===== config.mk =====
export PLATFORM = sky130hd
export DESIGN_NAME = memory_port_arbiter
export DESIGN_NICKNAME = d
export VERILOG_FILES = /design/src/rtl/memory_port_arbiter.sv
export SDC_FILE = /design/constraint.sdc
export NUM_CORES = 1
export LEC_CHECK = 0
export ABC_AREA = 1
export BUFFER_PORTS_ARGS = -buffer_cell sky130_fd_sc_hd__buf_2
export CAP_MARGIN = 25
export CORE_MARGIN = 8
export CORE_UTILIZATION = 30
export DETAILED_ROUTE_END_ITERATION = 8
export PLACE_DENSITY = 0.7
export SLEW_MARGIN = 20
export SYNTH_ARGS = -nofsm -noshare
export SYNTH_HDL_FRONTEND = slang
export SYNTH_SLANG_ARGS = --single-unit

===== constraint.sdc =====
create_clock -name clock -period 3.05 [get_ports clock]
set_input_delay 0.1525 -clock clock [delete_from_list [all_inputs] [get_ports clock]]
set_output_delay 0.1525 -clock clock [all_outputs]
set_load 0.02 [all_outputs]

===== src/rtl/memory_port_arbiter.sv =====
// Shares one downstream memory port between instruction fetch and data access:
// round-robin grant on conflict, one outstanding transaction, watchdog fault on hang.
module memory_port_arbiter #(
    parameter int CORE            = 0,
    parameter int ADDRESS_BITS    = 32,
    parameter int DATA_WIDTH      = 32,
    parameter int TIMEOUT_CYCLES  = 1024,
    parameter int SCAN_CYCLES_MIN = 0,
    parameter int SCAN_CYCLES_MAX = 1000
) (
    input  logic                    clock,
    input  logic                    reset,

    input  logic                    i_read,
    input  logic [ADDRESS_BITS-1:0] i_address,
    output logic                    i_ready,
    output logic                    i_valid,
    output logic [DATA_WIDTH-1:0]   i_data,
    output logic                    i_page_fault,
    output logic                    i_access_fault,

    input  logic                    d_read,
    input  logic                    d_write,
    input  logic [ADDRESS_BITS-1:0] d_address,
    input  logic [DATA_WIDTH-1:0]   d_data_in,
    output logic                    d_ready,
    output logic                    d_valid,
    output logic [DATA_WIDTH-1:0]   d_data,
    output logic                    d_page_fault,
    output logic                    d_access_fault,

    output logic                    mem_read,
    output logic                    mem_write,
    output logic [ADDRESS_BITS-1:0] mem_address,
    output logic [DATA_WIDTH-1:0]   mem_data_out,
    input  logic                    mem_ready,
    input  logic                    mem_valid,
    input  logic [DATA_WIDTH-1:0]   mem_data_in,
    input  logic                    page_fault,
    input  logic                    access_fault,

    input  logic                    scan
);

    localparam logic [15:0] TIMEOUT_LIMIT = 16'(TIMEOUT_CYCLES);
    localparam bit          WATCHDOG_ON   = (TIMEOUT_CYCLES != 0);

    typedef enum logic [1:0] {
        IDLE   = 2'd0,
        WAIT_I = 2'd1,
        WAIT_D = 2'd2
    } state_t;

    state_t      state;
    logic        last_grant_d;   // 1: data side won the previous grant
    logic        store_pending;  // outstanding data transaction is a store
    logic [15:0] wait_count;     // cycles elapsed since the grant

    logic i_req;
    logic d_req;
    logic can_grant;
    logic grant_i;
    logic grant_d;
    logic own_i;
    logic own_d;
    logic respond;
    logic timeout;
    logic done;

    assign i_req     = i_read;
    assign d_req     = d_read | d_write;
    assign can_grant = !reset && (state == IDLE) && mem_ready;

    // On conflict the side that did not win last time goes first.
    assign grant_i = can_grant && i_req && (!d_req || last_grant_d);
    assign grant_d = can_grant && d_req && (!i_req || !last_grant_d);

    assign own_i   = (state == WAIT_I);
    assign own_d   = (state == WAIT_D);
    assign respond = (own_i || own_d) && (mem_valid || page_fault || access_fault);
    // A real response in the expiry cycle takes priority over the watchdog.
    assign timeout = WATCHDOG_ON && (own_i || own_d) && !respond
                     && (wait_count == TIMEOUT_LIMIT);
    assign done    = respond || timeout;

    always_comb begin
        // NOTE: every output gets a default first so no path leaves a latch behind.
        i_ready        = grant_i;
        d_ready        = grant_d;
        mem_read       = grant_i || (grant_d && d_read);
        mem_write      = grant_d && d_write;
        mem_address    = '0;
        mem_data_out   = '0;
        i_valid        = 1'b0;
        i_data         = '0;
        i_page_fault   = 1'b0;
        i_access_fault = 1'b0;
        d_valid        = 1'b0;
        d_data         = '0;
        d_page_fault   = 1'b0;
        d_access_fault = 1'b0;

        if (grant_i) begin
            mem_address = i_address;
        end else if (grant_d) begin
            mem_address = d_address;
            if (d_write) begin
                mem_data_out = d_data_in;
            end
        end

        if (own_i && done) begin
            i_valid        = 1'b1;
            i_data         = respond ? mem_data_in : '0;
            i_page_fault   = respond && page_fault;
            i_access_fault = respond ? access_fault : 1'b1;
        end

        if (own_d && done) begin
            d_valid        = 1'b1;
            d_data         = (respond && !store_pending) ? mem_data_in : '0;
            d_page_fault   = respond && page_fault;
            d_access_fault = respond ? access_fault : 1'b1;
        end
    end

    // NOTE: state registers use non-blocking assignments so every flop samples
    // the pre-edge values regardless of statement order.
    always_ff @(posedge clock or posedge reset) begin
        if (reset) begin
            state         <= IDLE;
            last_grant_d  <= 1'b1;
            store_pending <= 1'b0;
            wait_count    <= '0;
        end else begin
            case (state)
                IDLE: begin
                    if (grant_i) begin
                        state        <= WAIT_I;
                        last_grant_d <= 1'b0;
                        wait_count   <= 16'd1;
                    end else if (grant_d) begin
                        state         <= WAIT_D;
                        last_grant_d  <= 1'b1;
                        store_pending <= d_write;
                        wait_count    <= 16'd1;
                    end
                end
                WAIT_I, WAIT_D: begin
                    if (done) begin
                        state         <= IDLE;
                        store_pending <= 1'b0;
                        wait_count    <= '0;
                    end else if (wait_count != 16'hFFFF) begin
                        wait_count <= wait_count + 16'd1;
                    end
                end
                default: begin
                    state      <= IDLE;
                    wait_count <= '0;
                end
            endcase
        end
    end

    // Trace controls belong to the simulation environment; hardware only ties them off.
    logic unused_trace;
    assign unused_trace = scan ^ (CORE != 0) ^ (SCAN_CYCLES_MIN > SCAN_CYCLES_MAX);

endmodule


* After elaboration in Yosys (flattened, before gate mapping)
Cells that the tools add are included.
** Word-level totals
- Bits in registers :: 20
- Latch bits :: 0
- RAM bits :: 0
- Bits in read-only memories :: 0
- Bits of input ports :: 138
- Output and inout bits :: 138
- Memories :: 0
** Cells by class
- Add/subtract/negate cells :: 1
- $mul :: 0
- Divide/modulo/power cells :: 0
- Magnitude comparators :: 0
- Eq/ne operators :: 9
- Shift-type cells :: 0
- Muxes and demuxes :: 31
- Bitwise gates (word level) :: 1
- Reduce and logical (&&, ||, !) cells :: 36
** Operators with widths (count)
- 2-to-1 mux 32 bit :: 9
- 2-to-1 mux 16 bit :: 4
- case mux 16 bit (2 select lines) :: 1
- adder 16 x 1 -> 16 bit, second input constant :: 1
- equality test 16 x 11 -> 1 bit, second input constant :: 1
- inequality test 16 bit, second input constant :: 1
- logical AND 1 bit :: 15
- 2-to-1 mux 1 bit :: 12
- logical OR 1 bit :: 7
- logical NOT 1 bit :: 6
- 2-to-1 mux 2 bit :: 3
- inequality test 2 bit, second input constant :: 3
- inequality test 3 bit, second input constant :: 2
- AND reduction 2 bit :: 3
- case mux 2 bit (2 select lines) :: 1
- AND reduction 4 bit :: 1
- nonzero test 2 bit :: 2
- equality test 2 x 1 -> 1 bit, second input constant :: 1
- equality test 2 bit, second input constant :: 1
- logical NOT 2 bit :: 1
- case mux 1 bit (2 select lines) :: 1
- OR reduction 2 bit :: 1
- bitwise OR 1 bit :: 1

* Longest topological paths before layout
- Depth after elaboration :: 9
- Depth in mapped cells :: 14
- Gate-level depth less buffers :: 12

* Worst setup path after synthesis
No wires, ideal clock.
- Kind :: flip-flop to output port
- Start point :: register state[0]
- End point :: output port d_data[22]
- Arrival :: 1.800 ns
- Data required time :: 2.897 ns
- Setup slack :: 1.098 ns
- Cell stages (with the launch flop) :: 15
- Path through :: dfrtp_1 -> inv_1 -> ha_1 -> buf_4 -> nand2_1 -> inv_1 -> nand2_1 -> nor2_2 -> nand2_2 -> nand2_4 -> inv_2 -> nor2_8 -> buf_6 -> nand3_1 -> inv_1
** Between the ends
- Cells in the longest elaborated chain, start to end :: 9
- Elaborated cells on any way between the ends :: 12
** RTL lines
- start, declared :: line 54 : state_t state;
- start signal, assigned :: line 131 : state <= IDLE;
- start signal, assigned :: line 139 : state <= WAIT_I;
- start signal, assigned :: line 143 : state <= WAIT_D;
- equality test 2 x 1 -> 1 bit or equality test 2 bit (tied branches) :: line 78, 79
- logical OR 1 bit :: line 80, 82
- logical AND 1 bit :: line 80 : assign respond = (own_i || own_d) && (mem_valid || page_fault || access_fault);
- logical NOT 1 bit :: line 82 : assign timeout = WATCHDOG_ON && (own_i || own_d) && !respond
- logical AND 1 bit :: line 82
- logical AND 1 bit :: line 83 : && (wait_count == TIMEOUT_LIMIT);
- logical OR 1 bit :: line 84 : assign done = respond || timeout;
- logical AND 1 bit :: line 119 : if (own_d && done) begin
- 2-to-1 mux 32 bit * :: line 119
- end, declared :: line 28 : output logic [DATA_WIDTH-1:0] d_data,
Mark *: on every way between the ends. The rest lies on a longest branch, timed or not.

* Worst setup path after layout
- Start point :: register state[0]
- End point :: output port d_data[23]
Same word-level chain as after synthesis.

==> out/metrics.cfg <==
[timing]
hold_viol=0
setup_violations=0
fin_crit_sh=0.8898
tightest_slew_ps=772.0
skew_ps=6.623
fin_ws_ps=336.0
drv_slew=0
post-route-min-period_ps=2714
max_freq_mhz=368.5
slew_headroom=0.4848
rsz0062_at_grt=no
tns_ps=0

[layout]
multi_input_area_um2=1827
syn_to_final_growth_pct=54.39
fin_nets=882
antenna-diode-count=0
seq_area_um2=501.7
final_cell_area_um2=4184
final_cells=845
fill_cells=905
drive_above_1_share=0.4138

[critical_path]
reg2reg_from=state[0]
worst_path_largest_cell_delay_ps=490
arrival_ps=2560
r2r_cells=12
cp_slowest_cell=ha_1
path_delay_family=simple AND/OR/NAND/NOR gates
cp_max_fo=33
path_buf_inv=5
path_common_cell=inv_1
critPathLaunchType=register
r2r_slack_ps=920
worstReg2RegEnd=wait_count[0]
worstSetupPathType=reg2out
cp_data_required_time_ps=2900
worstPathCellList=inv_1, ha_1, nand2_1, inv_1, nand2_1, nor2_2, nand2_2, nand2_4, inv_2, nor2_8, nand3_1, inv_1, buf_2
critPathCaptureType=output port

[synth]
yosysWarnings=0
synth-seq-cells=20
synth_flop_cell=dfrtp_1
synth_cells=482
yosys.area.top_type=nand2_1
netlist_area_um2=2710
yosys.area.top_type_share=0.1884
post-synth-top-count-cell=nand2_1
ys_seq_area_frac=0.1851
synth_fp_nets=626
synthTopCellsByArea=nand2_1 (19%), dfrtp_1 (18%), nor2_1 (13%), a22o_1 (10%), nand3_1 (10%)
avgSynthCellArea_um2=5.623
synth_edf_count=0
synthArstFlopShare=1.000
synth_cell_types=30
ys_top_cells_by_count=nand2_1 (136), nor2_1 (97), nand3_1 (54)

[floorplanning]
core_um2=8763
die-area_um2=12330
die_x_um=111.0
ioPinCount=276
initial_utilization=0.3093
die_h_um=111.0
core.rowCount=34

[min_path]
hold_path_class=in2async

[place]
numPlacedInstances=841
dp_slack_ps=403.3
dp_hpwl_mm=11.51
portBuffers=274
placed_cell_area_um2=4109
routabilityCongestion=0.9120

[route]
wl_per_cell_um=15.93
postRouteAntennaNets=0
viasPerCell=4.891
dr.first_iter.drc_count=494
drc_errors=0
drt_first_pass_iters=5
route.vias.total=4133
routed_wl_mm=13.46

[cts]
cts_tree=yes
insertion_delay_ps=270
clk_pin_slew_worst_paths_ps=80
clockRootBuffer=clkbuf_8
cts_buffers=3
htree_levels=1
cts_sinks=20
clockBufferDepth=2
hold_buffers=0

[global_routing]
grt_pass1_wl_mm=21.13
antenna_found_initial=0
grt_max_degree=36
first_global_vias=4005
overflow=0
grt_usage=0.2038

[outcome]
outcome=completed

[pwr]
ir_drop_mv=0.3030
power_w=0.002253
p_leak_nw=2.738
powerDensity_nw_per_um2=538.6

[job]
maxCapViolCount=0

-- metrics by stage --
| stage | hold slack, ps | util |
|---|---|---|
| final | 44.35 | 0.4774 |
| after detailed placement | 386.7 | 0.4689 |
| after CTS | 92.21 | 0.4770 |
| after floorplan | 115.6 | - |
| after global placement | 362.3 | 0.4689 |
| after global routing | 127.4 | 0.4774 |
-- metal layers --
layer	wire length [um]	share of wire	up-vias	GRT usage
met5	0	0	-	0
met1	5326	0.40	1849	0.2391
li1	-	-	2030	-
met2	6644	0.49	245	0.3609
met4	106	0.0079	0	0.03289
met3	1382	0.10	9	0.06061
-- cells in the final DEF (no fill, tap or decap), drive strengths merged, types with 6 or more instances in the layout --
cell,n
nand4,7
a22o,32
dfrtp,19
inv,58
nand2,142
o21ai,11
buf,281
ha,6
nand3,55
nor2,103
-- flip-flops by register name (all words and copies together), names as in the netlist --
register / flops
store_pending: 1
wait_count: 16
state: 2
last_grant_d: 1
-- how the worst max path moves through the flow --
stage / startpoint / end / slack, ps / depth (start not counted)
6_report: state[0] / d_data[23] / 340 / 13
5_1_grt: state[0] / d_data[21] / 90 / 13
4_1_cts: state[0] / mem_address[31] / 100 / 8
3_5_place_dp: state[0] / mem_address[31] / 400 / 8
3_3_place_gp: state[0] / mem_address[31] / 480 / 8
2_1_floorplan: state[0] / d_data[22] / 1100 / 14
-- cell families after synthesis --
logic type | synth area share
compound gates | 0.1325
xor+xnor | 0.02586
fa+ha+maj | 0.02770
buf+inv | 0.1408
flops | 0.1851
simple gates | 0.4880
-- repair_timing --
action,in CTS,in global routing
setup buffers,0,0
gates resized for setup,0,1
setup endpoints to repair,0,32
-- power by group --
group	total, W	switching [W]	internal (W)	leakage (nW)
Combinational	0.00163	0.00115	0.000478	2.43
Sequential	0.000357	0.0000451	0.000312	0.269
Clock	0.000271	0.0000953	0.000175	0.0357
Total	0.00225	0.00129	0.000965	2.74
-- cell type report --
cell class / count / share of cell area
Timing Repair Buffer: 281 / 0.3403
Clock buffer: 3 / 0.009868
Clock inverter: 1 / 0.007177
Tap cell: 108 / 0.03230
Inverter: 59 / 0.05383
Sequential cell: 20 / 0.1199
Multi-Input combinational cell: 373 / 0.4366
No activity file was read; power rests on OpenSTA's default activity.
